--- config.mk ---
export PLATFORM = sky130hd
export DESIGN_NAME = fnd_scan_ctrl
export DESIGN_NICKNAME = d
export VERILOG_FILES = /design/src/rtl/fnd_scan_ctrl.sv
export SDC_FILE = /design/constraint.sdc
export NUM_CORES = 1
export LEC_CHECK = 0
export BUFFER_PORTS_ARGS = -buffer_cell sky130_fd_sc_hd__buf_2
export CORE_ASPECT_RATIO = 0.5
export CORE_MARGIN = 10
export CORE_UTILIZATION = 40
export DETAILED_ROUTE_END_ITERATION = 7
export HOLD_SLACK_MARGIN = 0.15
export SLEW_MARGIN = 20
export SYNTH_ARGS = -nofsm -noshare
export SYNTH_HDL_FRONTEND = slang
export SYNTH_SLANG_ARGS = --single-unit
--- constraint.sdc ---
create_clock -name i_clk -period 2.8 [get_ports i_clk]
set_clock_uncertainty 0.2 [all_clocks]
set_input_delay 0.14 -clock i_clk [delete_from_list [all_inputs] [get_ports i_clk]]
set_output_delay 0.14 -clock i_clk [all_outputs]
set_load 0.05 [all_outputs]
--- src/rtl/fnd_scan_ctrl.sv ---
// fnd_scan_ctrl
// Time-multiplexing controller for a 4-digit FND. It divides the system clock
// down to a per-digit scan period of DIV = CLK_FREQ/SCAN_FREQ clocks. It steps
// through the digits enabled in i_digitMask. It blanks the display for
// BLANK_CYCLES clocks at the start of every digit period to suppress ghosting.
//
// Ports
//   i_clk          system clock, rising edge
//   i_reset_n      asynchronous, active-low reset
//   i_run          1 = scanning, 0 = display off
//   i_digitMask    bit n = 1 shows digit n, 0 bits are skipped
//   o_digitSelect  current digit index (to downstream i_digitSelect)
//   o_en           0 = digit displayed, 1 = all digits blanked (to downstream i_en)
//   o_scanTick     one-clock pulse in the cycle o_digitSelect is (re)loaded
//
// Handshake: there is none. The inputs are level signals sampled on every rising
// edge. All outputs are registered and are valid in every cycle.
//
// BLANK_CYCLES must be smaller than DIV, so the prescaler tick always falls in
// SHOW.

module fnd_scan_ctrl #(
  parameter int CLK_FREQ     = 100_000_000,
  parameter int SCAN_FREQ    = 1_000,
  parameter int BLANK_CYCLES = 1_000
) (
  input  logic       i_clk,
  input  logic       i_reset_n,
  input  logic       i_run,
  input  logic [3:0] i_digitMask,
  output logic [1:0] o_digitSelect,
  output logic       o_en,
  output logic       o_scanTick
);

  localparam int DIV   = CLK_FREQ / SCAN_FREQ;
  localparam int CNT_W = (DIV > 1) ? $clog2(DIV) : 1;
  // The +2 keeps the width at 1 bit or more, even when BLANK_CYCLES is 0.
  localparam int BLK_W = $clog2(BLANK_CYCLES + 2);

  localparam logic [CNT_W-1:0] CNT_LAST = CNT_W'(DIV - 1);
  localparam logic [BLK_W-1:0] BLK_INIT = BLK_W'(BLANK_CYCLES);
  localparam logic [BLK_W-1:0] BLK_ONE  = BLK_W'(1);

  typedef enum logic [1:0] {
    IDLE  = 2'd0,
    BLANK = 2'd1,
    SHOW  = 2'd2
  } state_t;

  // With no blanking window, a digit change lands directly in SHOW.
  localparam state_t SCAN_START = (BLANK_CYCLES == 0) ? SHOW : BLANK;

  state_t             state;
  state_t             state_nxt;
  logic [CNT_W-1:0]   cnt;
  logic [CNT_W-1:0]   cnt_nxt;
  logic [CNT_W-1:0]   cnt_inc;
  logic [BLK_W-1:0]   blank_cnt;
  logic [BLK_W-1:0]   blank_nxt;
  logic [1:0]         sel_nxt;
  logic               en_nxt;
  logic               tick_nxt;
  logic               stop;

  // First set mask bit, searching d+1, d+2, d+3 and then d itself (mod 4).
  // The loop runs from the far end back toward d+1, so the nearest hit wins.
  // Called with d = 3, the search order is 0,1,2,3.
  function automatic logic [1:0] next_digit(input logic [1:0] d,
                                            input logic [3:0] m);
    logic [1:0] r;
    logic [1:0] c;
    r = d;
    for (int k = 3; k >= 1; k--) begin
      c = d + 2'(k);
      if (m[c]) r = c;
    end
    return r;
  endfunction

  assign stop    = !i_run || (i_digitMask == 4'b0000);
  assign cnt_inc = (cnt == CNT_LAST) ? '0 : cnt + CNT_W'(1);

  always_ff @(posedge i_clk or negedge i_reset_n) begin
    if (!i_reset_n) begin
      state         <= IDLE;
      cnt           <= '0;
      blank_cnt     <= '0;
      o_digitSelect <= 2'd0;
      o_en          <= 1'b1;
      o_scanTick    <= 1'b0;
    end else begin
      state         <= state_nxt;
      cnt           <= cnt_nxt;
      blank_cnt     <= blank_nxt;
      o_digitSelect <= sel_nxt;
      o_en          <= en_nxt;
      o_scanTick    <= tick_nxt;
    end
  end

  always_comb begin
    state_nxt = state;
    cnt_nxt   = cnt;
    blank_nxt = blank_cnt;
    sel_nxt   = o_digitSelect;
    tick_nxt  = 1'b0;

    if (stop) begin
      // Stopping has priority in every state. The digit index is held.
      state_nxt = IDLE;
      cnt_nxt   = '0;
      blank_nxt = '0;
    end else begin
      case (state)
        IDLE: begin
          state_nxt = SCAN_START;
          sel_nxt   = next_digit(2'd3, i_digitMask);
          tick_nxt  = 1'b1;
          cnt_nxt   = '0;
          blank_nxt = BLK_INIT;
        end
        BLANK: begin
          cnt_nxt   = cnt_inc;
          blank_nxt = blank_cnt - BLK_ONE;
          // The counter is loaded with BLANK_CYCLES and leaves BLANK at 1.
          // This gives exactly BLANK_CYCLES blanked clocks.
          if (blank_cnt == BLK_ONE) state_nxt = SHOW;
        end
        SHOW: begin
          cnt_nxt = cnt_inc;
          if (cnt == CNT_LAST) begin
            // The mask is sampled here, so a mask change only takes effect
            // at a digit boundary.
            sel_nxt   = next_digit(o_digitSelect, i_digitMask);
            tick_nxt  = 1'b1;
            state_nxt = SCAN_START;
            blank_nxt = BLK_INIT;
          end
        end
        default: begin
          state_nxt = IDLE;
          cnt_nxt   = '0;
          blank_nxt = '0;
        end
      endcase
    end

    en_nxt = (state_nxt != SHOW);
  end

endmodule

# After elaboration in Yosys (flattened, before gate mapping)
# Index checks and enable logic that the tools add are counted.
[classes] n_addsub=5 n_lt_le_gt_ge=3 n_eq_ne=8 mux=27 bitwise_logic=1 n_reduce_logical=7
[ops] cell="2-to-1 mux 17 bit" count=3
[ops] cell="one-hot mux 10 bit (3 select lines)" count=1
[ops] cell="2-to-1 mux 10 bit" count=2
[ops] cell="2-to-1 mux 2 bit" count=9
[ops] cell="adder 17 x 1 -> 17 bit (second input constant)" count=1
[ops] cell="== test 17 bit (second input constant)" count=1
[ops] cell="== test 10 x 1 -> 1 bit (second input constant)" count=1
[ops] cell="subtractor 10 x 1 -> 10 bit (second input constant)" count=1
[ops] cell="< comparator 2 x 3 -> 1 bit (second input constant)" count=3
[ops] cell="binary-select mux 1 bit (select 2 bit)" count=3
[ops] cell="2-to-1 mux 1 bit" count=6
[ops] cell="one-hot mux 2 bit (3 select lines)" count=1
[ops] cell="adder 2 bit (second input constant)" count=2
[ops] cell="logical NOT 4 bit" count=1
[ops] cell="!= test 2 bit (second input constant)" count=2
[ops] cell="!= test 4 bit (second input constant)" count=1
[ops] cell="one-hot mux 2 bit (2 select lines)" count=1
[ops] cell="AND reduction 4 bit" count=1
[ops] cell="!= test 3 bit (second input constant)" count=1
[ops] cell="adder 2 x 1 -> 2 bit (second input constant)" count=1
[ops] cell="== test 2 x 1 -> 1 bit (second input constant)" count=1
[ops] cell="== test 2 bit (second input constant)" count=1
[ops] cell="logical NOT 2 bit" count=1
[ops] cell="one-hot mux 1 bit (2 select lines)" count=1
[ops] cell="other kinds (5)" count=5
[totals] regBits=33 word_cells=57

# Depth between registers and ports, before layout
# Gate-level depths: netlist (run 1).
[depth] depth_word=8 ltp_mapped=8 mapped_depth_nobuf=7

# Worst setup path before layout (run 1)
# Ideal clock, no wire load.
[synth_timing] path_kind="flip-flop to flip-flop" start="register o_digitSelect[1]" end="register o_digitSelect[1]" setup_time_ns=0.125 arrival_time_ns=1.935 required_ns=2.475 setup_slack_ns=0.541 stages_incl_launch_ff=7 n_path_buf=1 period_less_slack_ns=2.259 path_cell_list="dfrtp_1 > buf_2 > mux2_2 > o41ai_1 > nor3_1 > nand2_1 > mux2_2"
[synth_between] elab_chain_len=7 elab_cells_between_ends=16 cone_classes="add/sub (3); eq/ne (1); mux (11); reduce/logical (1)"
[synth_lines] element="from (decl)" line="31" text="output logic [1:0] o_digitSelect,"
[synth_lines] element="from (signal assigned)" line="96" text="o_digitSelect <= sel_nxt;"
[synth_lines] element="adder 2 bit" line="75" text="c = d + 2'(k);"
[synth_lines] element="binary-select mux 1 bit (select 2 bit)" line="76" text="if (m[c]) r = c;"
[synth_lines] element="2-to-1 mux 1 bit (not written as such)" line="76"
[synth_lines] element="2-to-1 mux 2 bit (2 in a row)" line="76"
[synth_lines] element="2-to-1 mux 2 bit" line="132" text="if (cnt == CNT_LAST) begin"
[synth_lines] element="one-hot mux 2 bit (2 select lines)" line="115" text="case (state)"
# Parallel ways exist; a longest one is shown, timed or not. The select of a mux whose other input is x is not followed.
# A chain may end at the register's enable or synchronous reset.

# Worst setup path in the final report (run 1)
[layout_timing] start="register cnt[0]" end="register blank_cnt[2]"
[layout_between] elab_chain_len=2
[layout_lines] element="from (decl)" line="56" text="logic [CNT_W-1:0] cnt;"
[layout_lines] element="from (signal assigned)" line="94" text="cnt <= cnt_nxt;"
[layout_lines] element="== test 17 bit" line="132"
[layout_lines] element="!= test 3 bit (no source line)"
[layout_lines] element="to (signal assigned)" line="95" text="blank_cnt <= blank_nxt;"
[layout_lines] element="to (decl)" line="59" text="logic [BLK_W-1:0] blank_cnt;"
# Every way passes these cells.

==> metrics.yaml, run 1 <==
floorplanning:
  die_area_sq_mm: 0.00818
  dieHeight_microns: 69.2
  dieWidth_microns: 118
  core_sq_mm: 0.00453
  initial_core_util_pct: 42.7
  rows: 17
  ios: 11
drt:
  wl_per_cell_microns: 13.8
  drtIter0Drc: 108
  vias_per_cell: 5.41
  vias: 1602
  wl_met3_microns: 152
  post-route-drc-count: 0
  drt-pass1-iter-count: 4
  wl_met1_mm: 2.06
  top_layer_used: "met4"
  wirelength_mm: 4.09
  wl_met2_mm: 1.84
  postRouteAntennaNets: 0
synth:
  syn_nets: 229
  seq_area_frac_synth_pct: 42.8
  synth_seq_cells: 33
  yosys_warnings: 0
  syn_inst: 215
  post_synth_num_cell_types: 42
  synth_flop_cell: "dfrtp_1"
  synthArstFlopShare_pct: 100
  syn_area_sq_mm: 0.00193
  synth_edf_count: 0
  avgSynthCellArea_sq_um: 8.99
  synth_top_cell_by_area: "dfrtp_1"
  synth_area_leaders: "dfrtp_1 41%, nor2_1 6.2%, ha_1 4.5%, xnor2_1 3.6%, xor2_1 3.6%"
  synth_top_area_share_pct: 41.4
  synth_commonest_cells: "32 x dfrtp_1, 32 x nor2_1, 14 x nand2_1"
pwr:
  peakVddDrop_v: 0.000248
  p_per_area_mw_per_mm2: 513
  p_leak_nw: 0.868
sta:
  setup_tns_ns: 0
  drv_slew: 0
  setup_viol: 0
  fin_ws_ns: 0.346
  fmax_ghz: 0.408
  fin_crit_ns: 2.45
  fin_crit_sh_pct: 87.6
  worst_pin_slew_ns: 0.733
  max_slew_margin_pct: 51.1
  final_hold_viol_count: 0
  rsz0062_at_grt: "false"
setup_path:
  path_class: "flop to flop"
  critPathTopFamily: "simple AND/OR/NAND/NOR gates"
  path_cells: "ha_1 -> and4_1 -> nand4_1 -> and2_1 -> or4b_1 -> a21oi_1"
  path_buf_inv: 0
  critPathArrivalTime_ns: 2.46
  cp_slowest_cell: "or4b_1"
  worst_ep_required_time_ns: 2.80
  slowest_delay_ns: 0.54
  worstSetupEndpointType: "flop"
  critPathMaxFanout: 12
  startpoint_type: "flop"
finish:
  seqCellArea_sq_um: 827
  multiInputGateArea_sq_mm: 0.00103
  final_util_pct: 47.7
  drive_above_1_share_pct: 12.6
  nFillCells: 429
  num_antenna_cells: 0
  syn_to_final_growth_pct: 11.9
  nets: 243
placed_design:
  port_buffers: 10
  gp_congestion: 0.832
  dp_hpwl_mm: 2.89
  pre_cts_ws_ns: 0.407
clocking:
  numCtsBuffers: 5
  clock_sinks: 33
  cts_tree: "yes"
  clock-root-buffer: "clkbuf_8"
  clk_path_buf_depth: 2
  clk_pin_slew_ns: 0.07
  h-tree-depth: 2
  clock_latency_ns: 0.27
  cts_resized: 0
grt:
  grt_pass1_vias: 1551
  grt_pass1_wl_mm: 7.14
  grt_start_max_net_pins: 34
  grt_antenna_before_repair: 0
  gr-total-overflow: 0
  grt.total_usage_pct: 10.1
worst_hold_path:
  hold_path.class: "primary input to flop"
job:
  maxCapViolations: 0
run_status:
  status: "completed"
## repair_timing
action	CTS	global route
hold buffers	3	0
endpoints found under the hold margin	41	0
buffers inserted	0	0
## layout make-up
cell class	instances	share of cell area, %
repair buffers	16	4.74
clock inverters	2	0.463
multi-input cells	164	47.8
well taps	66	3.82
clock buffers	6	3.35
flip-flops and latches	33	38.2
inverters	9	1.56
## kinds of logic after synthesis
kind of cell             after synthesis  share of synthesized area (%)
AND/OR/NAND/NOR                       94                           25.8
AO/OA/AOI/OAI                         44                           14.2
flip-flops                            33                           42.8
buffers and inverters                 18                           3.69
XOR/XNOR                              16                           7.25
adder cells (fa/ha/maj)                7                           4.53
multiplexers                           3                           1.75
## flip-flops by register name (all words and copies together), names as in the netlist
name	count
o_en	1
o_scanTick	1
cnt	17
state	2
o_digitSelect	2
blank_cnt	10
## power breakdown
part	switching [mW]	total [mW]	internal [mW]
sequential	0.0332	0.538	0.505
combinational	0.141	0.228	0.0863
clock	0.172	0.344	0.172
## tightest hold or removal path: cells and delay by family
kind / cells / cell delay (ns)
simple gates: 2 / 0.15
compound gates: 2 / 0.21
buf+inv: 1 / 0.13
## through the flow
step           power (mW)  instance area, sq um  instances  hold slack [ns]
6_report             1.11                  2160        296            0.195
5_1_grt              1.18                  2160        296            0.254
4_1_cts              1.12                  2160        296            0.194
3_5_place_dp        0.770                  2050        285           0.0605
3_3_place_gp        0.767                  2050        285           0.0407
2_1_floorplan       0.704                  1930        215           -0.356
## routing by layer
metal	track usage (%)	vias to the layer above
li1	-	800
met1	13.2	772
met2	15.6	28
met3	2.67	2
met4	3.37	0
met5	0	-
## final timing paths
path	cells after the start	endpoint	slack, ns	from
worst max register to register	6	blank_cnt[2]	0.35	cnt[0]
max in group asynchronous	2	cnt[10]	1.67	i_reset_n
worst min register to register	1	cnt[0]	0.30	cnt[0]
worst max-delay path	6	blank_cnt[2]	0.35	cnt[0]
min in group asynchronous	2	o_digitSelect[0]	0.26	i_reset_n
worst min-delay path	5	o_digitSelect[0]	0.19	i_digitMask[2]
## layout by cell type, fill, tap and decap left out, drive strengths merged, types with 2 or more instances in the layout
| master | n |
|---|---|
| nor2 | 32 |
| dfrtp | 32 |
| nand2 | 14 |
| buf | 13 |
| a21oi | 12 |
| o21ai | 10 |
| inv | 9 |
| nand3 | 8 |
| xor2 | 8 |
| xnor2 | 8 |
| ha | 7 |
| a31oi | 6 |
| o211ai | 6 |
| nand2b | 6 |
| clkbuf | 6 |
| nand4 | 5 |
| nor3 | 5 |
| nor4 | 4 |
| and4 | 3 |
| and2 | 3 |
| mux2 | 3 |
| dlygate4sd3 | 3 |
| or4 | 2 |
| nand3b | 2 |
| and4bb | 2 |
| o32ai | 2 |
| and3 | 2 |
| clkinv | 2 |
Power figures use the tool's default switching activity.
==> run 2, diff against run 1 <==
--- a/config.mk
+++ b/config.mk
@@ -8,9 +8,10 @@
 export BUFFER_PORTS_ARGS = -buffer_cell sky130_fd_sc_hd__buf_2
 export CORE_ASPECT_RATIO = 0.5
 export CORE_MARGIN = 10
-export CORE_UTILIZATION = 40
+export CORE_UTILIZATION = 55
 export DETAILED_ROUTE_END_ITERATION = 7
 export HOLD_SLACK_MARGIN = 0.15
+export PLACE_DENSITY = 0.73
 export SLEW_MARGIN = 20
 export SYNTH_ARGS = -nofsm -noshare
 export SYNTH_HDL_FRONTEND = slang
==> run 2 against run 1 <==
Die area shrank 21%. Combinational power is essentially flat. Register-to-register slack gained 0.03 ns. Global-route usage grew 2.8 points. Utilization grew 15 points. Critical endpoint unchanged.
==> metrics.yaml, run 2 (synthesized netlist as in run 1, its figures left out) <==
setup_path:
  startpoint_type: "flop"
  critPathMaxFanout: 12  # unchanged
  slowest_delay_ns: 0.55  # about the same
  cp_slowest_cell: "or4b_1"
  r2r-end: "blank_cnt[2]"
  worstSetupEndpointType: "flop"
  path_class: "flop to flop"
  path_cells: "ha_1 -> and4_1 -> nand4_1 -> and2_1 -> or4b_1 -> a21oi_1"
  worst_ep_required_time_ns: 2.80  # about the same
  critPathArrivalTime_ns: 2.43  # -0.03 ns
  reg2reg_depth: 6  # unchanged
  r2r_start: "cnt[0]"
  reg2reg_slack_ns: 0.37  # +0.03 ns
clocking:
  clk_path_buf_depth: 2  # unchanged
  numCtsBuffers: 5  # unchanged
  cts_setup_buffers: 0  # unchanged
  clock_latency_ns: 0.28  # about the same
  clock_sinks: 33  # unchanged
  cts_tree: "yes"
  clk_pin_slew_ns: 0.07  # about the same
  h-tree-depth: 2  # unchanged
  hold_buffers: 3  # unchanged
  clock-root-buffer: "clkbuf_8"
  cts_resized: 0  # unchanged
worst_hold_path:
  hold_end: "o_digitSelect[0]"
  hold_depth: 5  # unchanged
  hold_path.class: "primary input to flop"
  hp-start: "i_digitMask[2]"
placed_design:
  port_buffers: 10  # unchanged
  gp_congestion: 0.817  # -1.8%
  dp_cells: 269  # -5.6%
  placed_cell_area_sq_mm: 0.00202  # -1.3%
  dp_hpwl_mm: 2.81  # -2.7%
finish:
  drive_above_1_share_pct: 12.2  # -0.38 points
  nets: 242  # -0.41%
  final_cells: 280  # -5.4%
  num_antenna_cells: 0  # unchanged
  fin_area_sq_mm: 0.00214  # -1.2%
  largest_reg_flops: 17  # unchanged
  largest_register: "cnt"
  syn_to_final_growth_pct: 10.6
  final_cell_mix: "32 x nor2_1, 32 x dfrtp_1, 14 x nand2_1, 12 x a21oi_1"
  top_regs: "cnt: 17 flops, blank_cnt: 10 flops"
sta:
  setup_viol: 0  # unchanged
  rsz0062_at_grt: "false"
  fin_crit_ns: 2.43  # -0.0254 ns
  fin_crit_sh_pct: 86.7  # -0.91 points
  final_hold_viol_count: 0  # unchanged
  max_slew_margin_pct: 52.6  # +1.5 points
  setup_tns_ns: 0  # unchanged
  worst_pin_slew_ns: 0.711  # -0.0219 ns
  fmax_ghz: 0.412  # +1.0%
  drv_slew: 0  # unchanged
floorplanning:
  initial_core_util_pct: 56.6  # +14 points
  ios: 11  # unchanged
  rows: 15  # -2
  dieWidth_microns: 104  # -12%
  dieHeight_microns: 61.9  # -10%
  die_area_sq_mm: 0.00643  # -21%
  core_sq_mm: 0.00342  # -25%
drt:
  drtIter0Drc: 81  # -25%
  vias: 1601  # -0.062%
  wirelength_mm: 4.02  # -1.7%
  postRouteAntennaNets: 0  # unchanged
  post-route-drc-count: 0  # unchanged
  wl_per_cell_microns: 14.4  # +3.9%
  vias_per_cell: 5.72  # +5.6%
  drt-pass1-iter-count: 4  # unchanged
pwr:
  p_per_area_mw_per_mm2: 520  # +1.4%
  peakVddDrop_v: 0.000361  # +46%
  p_leak_nw: 0.863  # -0.52%
grt:
  grt_pass1_wl_mm: 6.90  # -3.4%
  gr-total-overflow: 0  # unchanged
  grt_pass1_vias: 1534  # -1.1%
  grt.total_usage_pct: 12.8  # +2.8 points
  grt_antenna_before_repair: 0  # unchanged
  grt_start_max_net_pins: 34  # unchanged
run_status:
  status: "completed"
job:
  maxCapViolations: 0  # unchanged
==> run 2: cell types whose count changed in the layout (fill, tap and decap cells not counted) <==
cell and delta:
buf_4 -1
==> run 2: metal layers <==
metal / global-route usage (%) / part of all wire, % / up-vias
met3: 3.50 / 4.7 / 6
met2: 22.2 / 43 / 33
met5: 0 / 0 / -
li1: - / - / 794
met4: 3.34 / 1.4 / 0
met1: 15.9 / 51 / 768
==> run 2: worst max-delay path, delay by kind of cell (launching register included) <==
family,cells,cell delay [ns]
AOI/OAI and AO/OA,1,0.15
adders and majority gates,1,0.23
DFF,1,0.39
and+or+nand+nor,4,1.39
==> run 2: how the worst max path moves through the flow <==
stage               depth (start not counted)             start  slack, ns          endpoint
finish                                      6            cnt[0]       0.37      blank_cnt[2]
global route                                6            cnt[0]       0.21      blank_cnt[2]
CTS                                         6            cnt[0]       0.40      blank_cnt[2]
detailed placement                          6            cnt[0]       0.43      blank_cnt[2]
global placement                            6            cnt[0]       0.52      blank_cnt[2]
floorplan                                   6  o_digitSelect[1]       0.54  o_digitSelect[1]
==> run 2: power breakdown <==
part | internal, mW | switching [mW]
registers | 0.505 | 0.0322
clock network | 0.172 | 0.176
logic | 0.0833 | 0.143
total | 0.760 | 0.351
==> run 2: per-stage QoR <==
| step | hold slack, ns | power (mW) | worst slack [ns] | util [%] |
|---|---|---|---|---|
| finish | 0.205 | 1.11 | 0.371 | 62.6 |
| global route | 0.248 | 1.17 | 0.213 | 62.6 |
| CTS | 0.192 | 1.12 | 0.399 | 62.6 |
| detailed placement | 0.0435 | 0.768 | 0.428 | 59.3 |
| global placement | 0.0286 | 0.760 | 0.523 | 59.3 |
| floorplan | -0.356 | 0.704 | 0.541 | - |
==> run 2: layout make-up <==
class | count | area [sq um]
Clock buffer | 6 | 72.6
Clock inverter | 2 | 10.0
Fill cell | 313 | 1280
Inverter | 9 | 33.8
Multi-Input combinational cell | 164 | 1030
Sequential cell | 33 | 827
Tap cell | 51 | 63.8
Timing Repair Buffer | 15 | 95.1
